===== src/rtl/uart_pkg.sv =====
// Shared UART definitions: ASCII constants, reporter FSM encoding and the time snapshot payload.
package uart_pkg;

  localparam logic [7:0] ASC_ZERO  = 8'h30;
  localparam logic [7:0] ASC_COLON = 8'h3A;
  localparam logic [7:0] ASC_CR    = 8'h0D;
  localparam logic [7:0] ASC_LF    = 8'h0A;

  localparam int unsigned HOUR_W = 5;
  localparam int unsigned MIN_W  = 6;
  localparam int unsigned SEC_W  = 6;
  localparam int unsigned IDX_W  = 4;

  typedef enum logic [1:0] {
    IDLE = 2'd0,
    SEND = 2'd1,
    WAIT = 2'd2
  } state_t;

  typedef struct packed {
    logic [HOUR_W-1:0] hour;
    logic [MIN_W-1:0]  min;
    logic [SEC_W-1:0]  sec;
  } time_snap_t;

endpackage


===== src/rtl/bin2ascii2.sv =====
// Converts a 0..63 binary value into its two decimal ASCII digits (tens, ones).
module bin2ascii2
  import uart_pkg::*;
(
  input  logic [5:0] value,
  output logic [7:0] tens_c,
  output logic [7:0] ones_c
);

  logic [5:0] tens_d;
  logic [5:0] ones_d;

  always_comb begin
    tens_d = value / 6'd10;
    ones_d = value % 6'd10;
    tens_c = ASC_ZERO + {2'b00, tens_d};
    ones_c = ASC_ZERO + {2'b00, ones_d};
  end

endmodule


===== src/rtl/uart_time_reporter.sv =====
// Snapshots hour/min/sec on request and streams "HH:MM:SS" (+ optional CR LF) through uart_tx.
module uart_time_reporter
  import uart_pkg::*;
#(
  parameter bit SEND_CRLF = 1'b1
) (
  input  logic              clk,
  input  logic              rst,
  input  logic              report_req,
  input  logic [HOUR_W-1:0] hour,
  input  logic [MIN_W-1:0]  min,
  input  logic [SEC_W-1:0]  sec,
  input  logic              tx_busy,
  input  logic              tx_done,
  output logic              tx_start,
  output logic [7:0]        tx_data,
  output logic              report_busy,
  output logic              report_done
);

  localparam logic [IDX_W-1:0] LAST = SEND_CRLF ? 4'd9 : 4'd7;

  state_t           state;
  logic [IDX_W-1:0] idx;
  time_snap_t       snap;

  logic [7:0] hour_tens_c, hour_ones_c;
  logic [7:0] min_tens_c,  min_ones_c;
  logic [7:0] sec_tens_c,  sec_ones_c;
  logic [7:0] cur_byte_c;

  bin2ascii2 u_hour (
    .value  ({1'b0, snap.hour}),
    .tens_c (hour_tens_c),
    .ones_c (hour_ones_c)
  );

  bin2ascii2 u_min (
    .value  (snap.min),
    .tens_c (min_tens_c),
    .ones_c (min_ones_c)
  );

  bin2ascii2 u_sec (
    .value  (snap.sec),
    .tens_c (sec_tens_c),
    .ones_c (sec_ones_c)
  );

  // Byte selected by the current transmit index.
  always_comb begin
    cur_byte_c = 8'h00;
    case (idx)
      4'd0:    cur_byte_c = hour_tens_c;
      4'd1:    cur_byte_c = hour_ones_c;
      4'd2:    cur_byte_c = ASC_COLON;
      4'd3:    cur_byte_c = min_tens_c;
      4'd4:    cur_byte_c = min_ones_c;
      4'd5:    cur_byte_c = ASC_COLON;
      4'd6:    cur_byte_c = sec_tens_c;
      4'd7:    cur_byte_c = sec_ones_c;
      4'd8:    cur_byte_c = ASC_CR;
      4'd9:    cur_byte_c = ASC_LF;
      default: cur_byte_c = 8'h00;
    endcase
  end

  // Report FSM; a request landing on the report_done cycle is deliberately dropped.
  always_ff @(posedge clk) begin
    if (rst) begin
      state       <= IDLE;
      idx         <= '0;
      snap        <= '0;
      tx_start    <= 1'b0;
      tx_data     <= 8'h00;
      report_busy <= 1'b0;
      report_done <= 1'b0;
    end else begin
      tx_start    <= 1'b0;
      report_done <= 1'b0;
      case (state)
        IDLE: begin
          if (report_req && !report_done) begin
            snap.hour   <= hour;
            snap.min    <= min;
            snap.sec    <= sec;
            idx         <= '0;
            report_busy <= 1'b1;
            state       <= SEND;
          end
        end
        SEND: begin
          if (!tx_busy) begin
            tx_data  <= cur_byte_c;
            tx_start <= 1'b1;
            state    <= WAIT;
          end
        end
        WAIT: begin
          if (tx_done) begin
            if (idx == LAST) begin
              report_busy <= 1'b0;
              report_done <= 1'b1;
              state       <= IDLE;
            end else begin
              idx   <= idx + 4'd1;
              state <= SEND;
            end
          end
        end
        default: state <= IDLE;
      endcase
    end
  end

endmodule


===== config.mk =====
export PLATFORM = sky130hd
export DESIGN_NAME = uart_time_reporter
export DESIGN_NICKNAME = d
export VERILOG_FILES = /design/src/rtl/uart_pkg.sv /design/src/rtl/bin2ascii2.sv /design/src/rtl/uart_time_reporter.sv
export SDC_FILE = /design/constraint.sdc
export NUM_CORES = 1
export LEC_CHECK = 0
export ABC_AREA = 1
export CAP_MARGIN = 20
export CORE_UTILIZATION = 35
export CTS_CLUSTER_SIZE = 40
export DETAILED_ROUTE_END_ITERATION = 12
export PLACE_DENSITY = 0.59
export SETUP_SLACK_MARGIN = 0.2
export SYNTH_ARGS = -nofsm -noshare
export SYNTH_HDL_FRONTEND = slang
export SYNTH_SLANG_ARGS = --single-unit

===== constraint.sdc =====
create_clock -name clk -period 5.1 [get_ports clk]
set_clock_uncertainty 0.15 [all_clocks]
set_input_delay 1.53 -clock clk [delete_from_list [all_inputs] [get_ports clk]]
set_output_delay 1.53 -clock clk [all_outputs]
set_load 0.005 [all_outputs]

======== Yosys cells after proc, flatten, opt, wreduce, memory -nomap -nowiden ========
Cells that the tools add are included.
storage, ports and cells
  input port bits ......................... 22
  register bits after elaboration ......... 34
  word-level logic and storage cells ...... 71
operators by class
  reduce and logical (&&, ||, !) cells .... 13
  eq/ne operators ......................... 16
  bitwise logic cells ..................... 4
  add/sub/neg operators ................... 7
  divide/modulo/power cells ............... 6
  mux-type cells .......................... 16
operator list
  operator                                              number
  one-hot mux 8 bit (9 select lines)                    1
  adder 6 x 6 -> 7 bit, first input constant            6
  equality test 4 x 3 -> 1 bit, second input constant   4
  divider 6 x 4 -> 6 bit, second input constant         2
  remainder unit 6 x 4 -> 6 bit, second input constant  2
  two-way mux 4 bit                                     3
  != test 2 bit, second input constant                  5
  equality test 4 x 2 -> 1 bit, second input constant   2
  equality test 4 bit, second input constant            2
  one-hot mux 4 bit (2 select lines)                    1
  AND reduction 4 bit                                   2
  divider 5 x 4 -> 6 bit, second input constant         1
  remainder unit 5 x 4 -> 6 bit, second input constant  1
  two-way mux 1 bit                                     6
  two-way mux 2 bit                                     3
  one-hot mux 2 bit (3 select lines)                    1
  adder 4 x 1 -> 4 bit, second input constant           1
  equality test 4 x 1 -> 1 bit, second input constant   1
  logical NOT 4 bit                                     1
  NOT 1 bit                                             4
  AND reduction 2 bit                                   2
  OR reduction 2 bit                                    2
  AND reduction 3 bit                                   1
  OR reduction 3 bit                                    1
  7 further kinds                                       7

======== Depth between registers and ports, before layout ========
Gate-level depths: netlist of run 1.
  depth after elaboration ................. 4
  mapped depth ............................ 21
  depth with buffers taken out ............ 21

======== By module ========
Synthesis of run 1 repeated with hierarchy kept, for this count alone.
unflattened totals
  cell total of the unflattened synthesis .. 461
  area total of the unflattened synthesis .. 2841.5 µm²
modules (own cells, without submodules)
  module              times used  sequential area each (µm²)  cells an instance  area each (µm²)
  uart_time_reporter  1           680.7                       293                1861.8
  bin2ascii2          3           0.0                         56                 326.6

======== Worst setup path before layout of run 1 ========
No wires, ideal clock.
  path kind ............................... input to register
  start point ............................. input tx_busy
  end point ............................... register tx_data[6]
  stages .................................. 4
  arrival ................................. 2604 ps
  data required time ...................... 4820 ps
  slack ................................... 2216 ps
  cells stage by stage .................... nor3_1 -> clkinv_1 -> a22oi_1 -> nor2_1
between the ends
  cells in the longest elaborated chain, start to end .. 2
RTL lines
  item                                  RTL line                  source
  from (decl)                           uart_time_reporter.sv:13  input logic tx_busy,
  NOT 1 bit (no source line)            --
  AND reduction 2 bit (no source line)  --
  to (signal assigned)                  uart_time_reporter.sv:94  tx_data <= cur_byte_c;
  to (decl)                             uart_time_reporter.sv:16  output logic [7:0] tx_data,
No other way between the ends.
A chain may end at the register's enable or synchronous reset.

======== Final worst setup path of run 1 ========
  start point ............................. input report_req
  end point ............................... register snap[4] in the netlist's numbering
between the ends
  cells in the longest elaborated chain, start to end .. 2
RTL lines
  item                                  RTL line                  source
  from (decl)                           uart_time_reporter.sv:9   input logic report_req,
  logical AND 1 bit                     uart_time_reporter.sv:83  if (report_req && !report_done) begin
  AND reduction 2 bit (no source line)  --
  to (decl)                             uart_time_reporter.sv:25  time_snap_t snap;
No other way between the ends.

==> tab_implementation.tex, run 1 <==
\begin{tabular}{lr}
\hline
Metric & Value \\
\hline
\multicolumn{2}{l}{\textbf{Run status}} \\
\quad Result of the run & complete, no violations \\
\multicolumn{2}{l}{\textbf{Placement}} \\
\quad Post-DP Area & 2611 um2 \\
\quad Number of port buffers & 31 \\
\quad Detailed placement HPWL & 4119 um \\
\quad GPL Wtd Cong & 0.9106 \\
\multicolumn{2}{l}{\textbf{Drt}} \\
\quad DRC marker count from the first detailed-route iteration & 134 \\
\quad Avg WL per Cell & 11.64 um \\
\quad Vias per cell & 4.891 \\
\quad Remaining DRCs & 0 \\
\quad Iteration count of the initial detailed-routing pass & 4 \\
\quad Total Wirelength & 5228 um \\
\quad Total vias in the final route & 2196 \\
\quad Number of nets with antenna violations after routing & 0 \\
\multicolumn{2}{l}{\textbf{STA}} \\
\quad Max Freq & 289.8 MHz \\
\quad Slew margin rel. & 48.72\% \\
\quad Final worst path period need & 3.450 ns \\
\quad Number of hold violations in the final report & 0 \\
\quad Unrepaired setup endpoints after global routing & no \\
\quad Total negative slack & 0 ns \\
\quad Final Setup Violations & 0 \\
\quad Max Transition Viols Final & 0 \\
\quad Post-route fraction of the period consumed by the critical path & 67.65\% \\
\quad Worst-Margin Slew & 0.7683 ns \\
\multicolumn{2}{l}{\textbf{Clock network}} \\
\quad CTS Hold Buffers Added & 0 \\
\quad Clock tree from TritonCTS & built \\
\quad Post-cts repair resize count & 0 \\
\quad Clock root cell & sky130\_fd\_sc\_hd\_\_clkbuf\_8 \\
\quad Reg clk slew, reported paths & 0.07 ns \\
\quad Post-CTS Setup Inserts & 0 \\
\quad Number of clock sinks & 33 \\
\quad Num CTS Buffers & 5 \\
\quad H-tree depth & 2 \\
\quad Worst skew pair latency & 0.29 ns \\
\quad Maximum buffer depth of the clock tree & 2 \\
\multicolumn{2}{l}{\textbf{Flow run}} \\
\quad Max-cap violation count & 0 \\
\multicolumn{2}{l}{\textbf{Worst hold path}} \\
\quad Worst min path class & reg2reg \\
\multicolumn{2}{l}{\textbf{Die}} \\
\quad Die Area & 6704 um2 \\
\quad Number of primary I/O pins & 33 \\
\quad Starting Density & 37.06\% \\
\quad Height of the die & 81.88 um \\
\quad Core area & 6026 um2 \\
\quad Die width & 81.88 um \\
\quad Standard-cell rows & 28 \\
\multicolumn{2}{l}{\textbf{Setup path}} \\
\quad Launching element type of the critical path & input pin \\
\quad CP max FO & 30 \\
\quad Worst reg2reg setup slack & 2.44 ns \\
\quad Worst EP required & 5.09 ns \\
\quad Critical path endpoint category & flop \\
\quad Critical Setup Path Class & in2reg \\
\quad Arrival time at the worst endpoint & 3.44 ns \\
\multicolumn{2}{l}{\textbf{Cells and area}} \\
\quad Commonest cells after routing, fill and taps aside & sky130\_fd\_sc\_hd\_\_nand2\_1 (76), sky130\_fd\_sc\_hd\_\_inv\_1 (46), sky130\_fd\_sc\_hd\_\_nor2\_1 (34), sky130\_fd\_sc\_hd\_\_dfxtp\_1 (33), sky130\_fd\_sc\_hd\_\_clkdlybuf4s50\_1 (31) \\
\quad Layout cells sized above 1 & 10.96\% \\
\quad Count of filler cells inserted in the layout & 644 \\
\quad \# nets final & 404 \\
\quad Area delta synth->final & 20.62\% \\
\quad Final standard cell area without fillers & 2694 um2 \\
\quad Number of inserted diodes & 0 \\
\quad Most common library cell in the layout ignoring fill and taps & sky130\_fd\_sc\_hd\_\_nand2\_1 \\
\multicolumn{2}{l}{\textbf{Synth}} \\
\quad Synth warnings & 0 \\
\quad Number of synthesized flops with an enable pin & 0 \\
\quad Cells after Synth & 341 \\
\quad Cell Area, Synth & 2233 um2 \\
\quad Number of distinct library cells after synthesis & 35 \\
\quad Share of synthesized registers carrying an async set or reset & 0\% \\
\quad Total nets after synthesis & 372 \\
\quad Avg Inst Size Synth & 6.550 um2 \\
\quad Main flop type after synthesis & sky130\_fd\_sc\_hd\_\_dfxtp\_1 \\
\quad Number of storage elements in the synthesis netlist & 33 \\
\quad Sequential fraction of the synthesis area & 29.58\% \\
\multicolumn{2}{l}{\textbf{GRT}} \\
\quad Gr ovfl total & 0 \\
\quad Pin count of the biggest net entering global routing & 31 \\
\quad First-pass GRT wire length & 9039 um \\
\quad Antenna violations before repair & 0 \\
\quad Global-route usage over all layers & 17.38\% \\
\quad Via count of the first global-routing pass & 2006 \\
\multicolumn{2}{l}{\textbf{Pwr}} \\
\quad Max VDD drop & 200.5 uV \\
\quad Lkg Pwr & 1.223 nW \\
\quad Power per Cell Area & 313.5 nW/um2 \\
\hline
\end{tabular}
## registers in the layout (all words and copies together) (netlist names)
| register | cells |
|---|---|
| tx_start | 1 |
| tx_data | 7 |
| snap | 17 |
| report_done | 1 |
| state | 2 |
| report_busy | 1 |
| idx | 4 |
## cells in the mapped netlist (all sizes together), types with 2 or more instances
master,n,area share (%)
dfxtp,33,30
nand4,6,1.7
xor2,2,0.78
o21ai,27,6.7
nand2,92,19
a21oi,31,7.5
nor3,6,1.3
ha,9,5.0
nor2,36,6.3
inv,51,8.7
a22oi,2,0.67
nand3,29,8.2
a211oi,2,0.67
clkbuf,5,0.84
## layer usage
metal / up-vias / GRT usage [%] / part of all wire, %
li1: 1169 / - / -
met2: 36 / 28.10 / 45
met1: 986 / 23.35 / 50
met4: 0 / 3.684 / 0.80
met5: - / 0 / 0
met3: 5 / 4.000 / 4.3
## cell type report
| type | count | area, um2 | area share [%] |
|---|---|---|---|
| clock buffers | 6 | 72.57 | 2.694 |
| clock inverters | 2 | 10.01 | 0.3716 |
| inverters | 52 | 197.7 | 7.339 |
| multi-input cells | 250 | 1349 | 50.07 |
| flip-flops and latches | 33 | 660.6 | 24.52 |
| well taps | 75 | 93.84 | 3.484 |
| repair buffers | 31 | 310.3 | 11.52 |
## critical path: stages
cell                              delay, ns
sky130_fd_sc_hd__clkdlybuf4s50_1       0.45
sky130_fd_sc_hd__inv_1                 0.03
sky130_fd_sc_hd__o21ai_0               0.14
sky130_fd_sc_hd__nand2_1               0.08
sky130_fd_sc_hd__nor2_1                0.35
sky130_fd_sc_hd__inv_1                 0.47
sky130_fd_sc_hd__o21ai_0               0.30
sky130_fd_sc_hd__a21oi_1               0.08
## power by group
group	switching [mW]	internal, mW	total [mW]	leakage (nW)
Clock	0.0966	0.0945	0.191	0.0450
Sequential	0.0248	0.286	0.311	0.272
Combinational	0.217	0.126	0.343	0.906
## worst paths after layout
path                            cells past startpoint       start         end
worst max-delay path                                8  report_req     snap[4]
worst min-delay path                                2     snap[0]     snap[0]
worst max register to register                     20     snap[9]  tx_data[5]
worst min register to register                      2     snap[0]     snap[0]
## per-stage QoR
step | utilization [%] | setup slack (ns) | cells | power, mW | hold slack [ns]
3_3_place_gp | 43.33 | 1.432 | 441 | 0.6526 | 0.2964
2_1_floorplan | - | 2.216 | 341 | 0.5768 | 0.2741
4_1_cts | 44.71 | 1.573 | 449 | 0.8534 | 0.3087
3_5_place_dp | 43.33 | 1.269 | 441 | 0.6610 | 0.2977
5_1_grt | 44.71 | 1.375 | 449 | 0.9150 | 0.3374
6_report | 44.71 | 1.650 | 449 | 0.8445 | 0.3018
## logic make-up (layout without fill, tap and decap cells)
| kind of cell | after synthesis | in the layout | share of synthesized area (%) |
|---|---|---|---|
| AOI/OAI and AO/OA | 67 | 67 | 17.20 |
| xor gates and xnor gates | 3 | 3 | 1.177 |
| and+or+nand+nor | 170 | 170 | 36.81 |
| other | 1 | 1 | 0.1679 |
| buffers and inverters | 58 | 91 | 10.03 |
| adders and majority gates | 9 | 9 | 5.042 |
| DFF | 33 | 33 | 29.58 |
(Power assumes the default switching activity.)
==> run 2: changes to the inputs <==
clock period = 3.5 ns   (was 5.1 ns; I/O delays follow)
==> tab_implementation.tex, run 2 (synthesis results as in run 1) <==
\begin{tabular}{lr}
\hline
Metric & Value \\
\hline
\multicolumn{2}{l}{\textbf{Run status}} \\
\quad Result of the run & complete, no violations (unchanged) \\
\multicolumn{2}{l}{\textbf{GRT}} \\
\quad Global-route usage over all layers & 17.69\% (was 17.38\%) \\
\quad Gr ovfl total & 0 (unchanged) \\
\quad First-pass GRT wire length & 8970 um (was 9039 um) \\
\quad Antenna violations before repair & 0 (unchanged) \\
\quad Via count of the first global-routing pass & 2090 (was 2006) \\
\quad Pin count of the biggest net entering global routing & 31 (unchanged) \\
\multicolumn{2}{l}{\textbf{Cells and area}} \\
\quad Combined flip-flop and latch cell area & 660.6 um2 (unchanged) \\
\quad Biggest regs & snap: 17 flops, tx\_data: 7 flops, idx: 4 flops (unchanged) \\
\quad Register containing the most flip-flops in the final layout & snap (unchanged) \\
\quad Total area of multi-input combinational cells & 1349 um2 (unchanged) \\
\quad Number of inserted diodes & 0 (unchanged) \\
\quad Layout cells sized above 1 & 11.67\% (was 10.96\%) \\
\quad Most common library cell in the layout ignoring fill and taps & sky130\_fd\_sc\_hd\_\_nand2\_1 (unchanged) \\
\quad Count of filler cells inserted in the layout & 651 (was 644) \\
\quad Commonest cells after routing, fill and taps aside & sky130\_fd\_sc\_hd\_\_nand2\_1 (76), sky130\_fd\_sc\_hd\_\_inv\_1 (46), sky130\_fd\_sc\_hd\_\_nor2\_1 (34), sky130\_fd\_sc\_hd\_\_dfxtp\_1 (33), sky130\_fd\_sc\_hd\_\_clkdlybuf4s50\_1 (31) (unchanged) \\
\quad Number of flip-flops in the largest register & 17 (unchanged) \\
\quad Area delta synth->final & 23.14\% (was 20.62\%) \\
\quad \# nets final & 407 (was 404) \\
\multicolumn{2}{l}{\textbf{Setup path}} \\
\quad Number of buffers and inverters on the critical path & 3 (unchanged) \\
\quad Critical path, cell by cell & clkdlybuf4s50\_1, inv\_1, o21ai\_0, nand2\_1, nor2\_1, inv\_1, o21ai\_0, a21oi\_1 (unchanged) \\
\quad Critical Setup Path Class & in2reg (unchanged) \\
\quad CP max FO & 30 (unchanged) \\
\quad Cell family contributing the most delay on the critical path & buffers and inverters (unchanged) \\
\quad Critical path endpoint category & flop (unchanged) \\
\quad Worst EP required & 3.49 ns (was 5.09 ns) \\
\quad Worst stage delay on the critical path & 0.45 ns (was 0.47 ns) \\
\quad Arrival time at the worst endpoint & 2.72 ns (was 3.44 ns) \\
\quad Slowest stage cell, crit path & sky130\_fd\_sc\_hd\_\_clkdlybuf4s50\_1 (was sky130\_fd\_sc\_hd\_\_inv\_1) \\
\quad Launching element type of the critical path & input pin (unchanged) \\
\multicolumn{2}{l}{\textbf{Die}} \\
\quad Height of the die & 81.88 um (unchanged) \\
\quad Die Area & 6704 um2 (unchanged) \\
\quad Starting Density & 37.06\% (unchanged) \\
\quad Core area & 6026 um2 (unchanged) \\
\quad Standard-cell rows & 28 (unchanged) \\
\quad Die width & 81.88 um (unchanged) \\
\quad Number of primary I/O pins & 33 (unchanged) \\
\multicolumn{2}{l}{\textbf{Worst hold path}} \\
\quad Worst min path class & reg2reg (unchanged) \\
\multicolumn{2}{l}{\textbf{Drt}} \\
\quad Number of nets with antenna violations after routing & 0 (unchanged) \\
\quad Remaining DRCs & 0 (unchanged) \\
\quad DRC marker count from the first detailed-route iteration & 74 (was 134) \\
\quad Iteration count of the initial detailed-routing pass & 4 (unchanged) \\
\quad Total Wirelength & 5265 um (was 5228 um) \\
\quad Avg WL per Cell & 11.65 um (was 11.64 um) \\
\quad Vias per cell & 4.792 (was 4.891) \\
\quad Total vias in the final route & 2166 (was 2196) \\
\multicolumn{2}{l}{\textbf{Clock network}} \\
\quad Clock root cell & sky130\_fd\_sc\_hd\_\_clkbuf\_8 (unchanged) \\
\quad Worst skew pair latency & 0.29 ns (about the same) \\
\quad Post-CTS Setup Inserts & 0 (unchanged) \\
\quad CTS Hold Buffers Added & 0 (unchanged) \\
\quad Post-cts repair resize count & 0 (unchanged) \\
\quad H-tree depth & 2 (unchanged) \\
\quad Reg clk slew, reported paths & 0.08 ns (was 0.07 ns) \\
\quad Clock tree from TritonCTS & built (unchanged) \\
\quad Number of clock sinks & 33 (unchanged) \\
\quad Maximum buffer depth of the clock tree & 2 (unchanged) \\
\quad Num CTS Buffers & 5 (unchanged) \\
\multicolumn{2}{l}{\textbf{Pwr}} \\
\quad Net switching share of the total power & 37.52\% (was 40.10\%) \\
\quad Power per Cell Area & 486.2 nW/um2 (was 313.5 nW/um2) \\
\quad Combinational group share of total power & 37.7\% (was 40.6\%) \\
\quad Part of the power in the clock network & 28.6\% (was 22.6\%) \\
\quad Lkg Pwr & 1.251 nW (was 1.223 nW) \\
\quad Max VDD drop & 214.0 uV (was 200.5 uV) \\
\quad Proportion of power drawn by flip-flops and latches & 33.8\% (was 36.8\%) \\
\quad Power spent charging and discharging nets & 501.7 uW (was 338.6 uW) \\
\quad Total internal power & 835.5 uW (was 505.8 uW) \\
\multicolumn{2}{l}{\textbf{Placement}} \\
\quad Dpl ws & 0.5082 ns (was 1.269 ns) \\
\quad Detailed placement HPWL & 3955 um (was 4119 um) \\
\quad Number of port buffers & 31 (unchanged) \\
\quad GPL Wtd Cong & 0.8503 (was 0.9106) \\
\multicolumn{2}{l}{\textbf{STA}} \\
\quad Post-route fraction of the period consumed by the critical path & 77.84\% \\
\quad Final Setup Violations & 0 (unchanged) \\
\quad Max Freq & 367.0 MHz \\
\quad Max Transition Viols Final & 0 (unchanged) \\
\quad Slew margin rel. & 42.39\% (was 48.72\%) \\
\quad Final worst path period need & 2.725 ns \\
\quad Unrepaired setup endpoints after global routing & no (unchanged) \\
\quad Number of hold violations in the final report & 0 (unchanged) \\
\quad Total negative slack & 0 ns (unchanged) \\
\quad Minimum setup slack in the final design & 0.7754 ns (was 1.650 ns) \\
\quad Worst-Margin Slew & 0.8632 ns (was 0.7683 ns) \\
\multicolumn{2}{l}{\textbf{Flow run}} \\
\quad Max-cap violation count & 0 (unchanged) \\
\hline
\end{tabular}
-- run 2: final cells by class --
type	instances	area share [%]
clock buffer	7	3.139
sequential	33	24.02
timing repair buffer	34	12.10
tap	75	3.412
clock inverter	1	1.092
inverter	52	7.188
multi-input combinational	250	49.04
-- run 2: worst paths after layout --
kind              startpoint    endpoint  slack, ns  cells after the start
setup / recovery  report_req     snap[7]       0.78                      8
hold / removal       snap[0]     snap[0]       0.31                      2
setup reg to reg     snap[9]  tx_data[5]       0.88                     20
hold reg to reg      snap[0]     snap[0]       0.31                      2
-- run 2: power by group through the flow --
stage / sequential (mW) / clock (mW) / combinational (mW)
floorplan: 0.452 / 0 / 0.388
global placement: 0.460 / 0 / 0.498
detailed placement: 0.460 / 0 / 0.503
CTS: 0.451 / 0.390 / 0.506
global route: 0.459 / 0.401 / 0.573
finish: 0.452 / 0.382 / 0.503
-- run 2: per-layer routing --
metal	GRT usage [%]	wire (um)
met1	23.21	2676
met5	0	0
met4	7.368	105
met3	3.333	241
met2	28.18	2242
-- run 2: worst min-delay path, cell delays in order (launching register included) --
cell	delay, ns
sky130_fd_sc_hd__dfxtp_1	0.30
sky130_fd_sc_hd__inv_1	0.06
sky130_fd_sc_hd__a21oi_1	0.05
-- run 2: per-stage QoR --
step / util, % / hold WS [ns] / instance area [um2] / instances / power (mW)
detailed placement: 43.71 / 0.2990 / 2634 / 444 / 0.9625
global route: 45.64 / 0.3382 / 2750 / 452 / 1.433
floorplan: - / 0.2741 / 2233 / 341 / 0.8404
finish: 45.64 / 0.3079 / 2750 / 452 / 1.337
CTS: 45.64 / 0.3093 / 2750 / 452 / 1.348
global placement: 43.71 / 0.2929 / 2634 / 444 / 0.9579
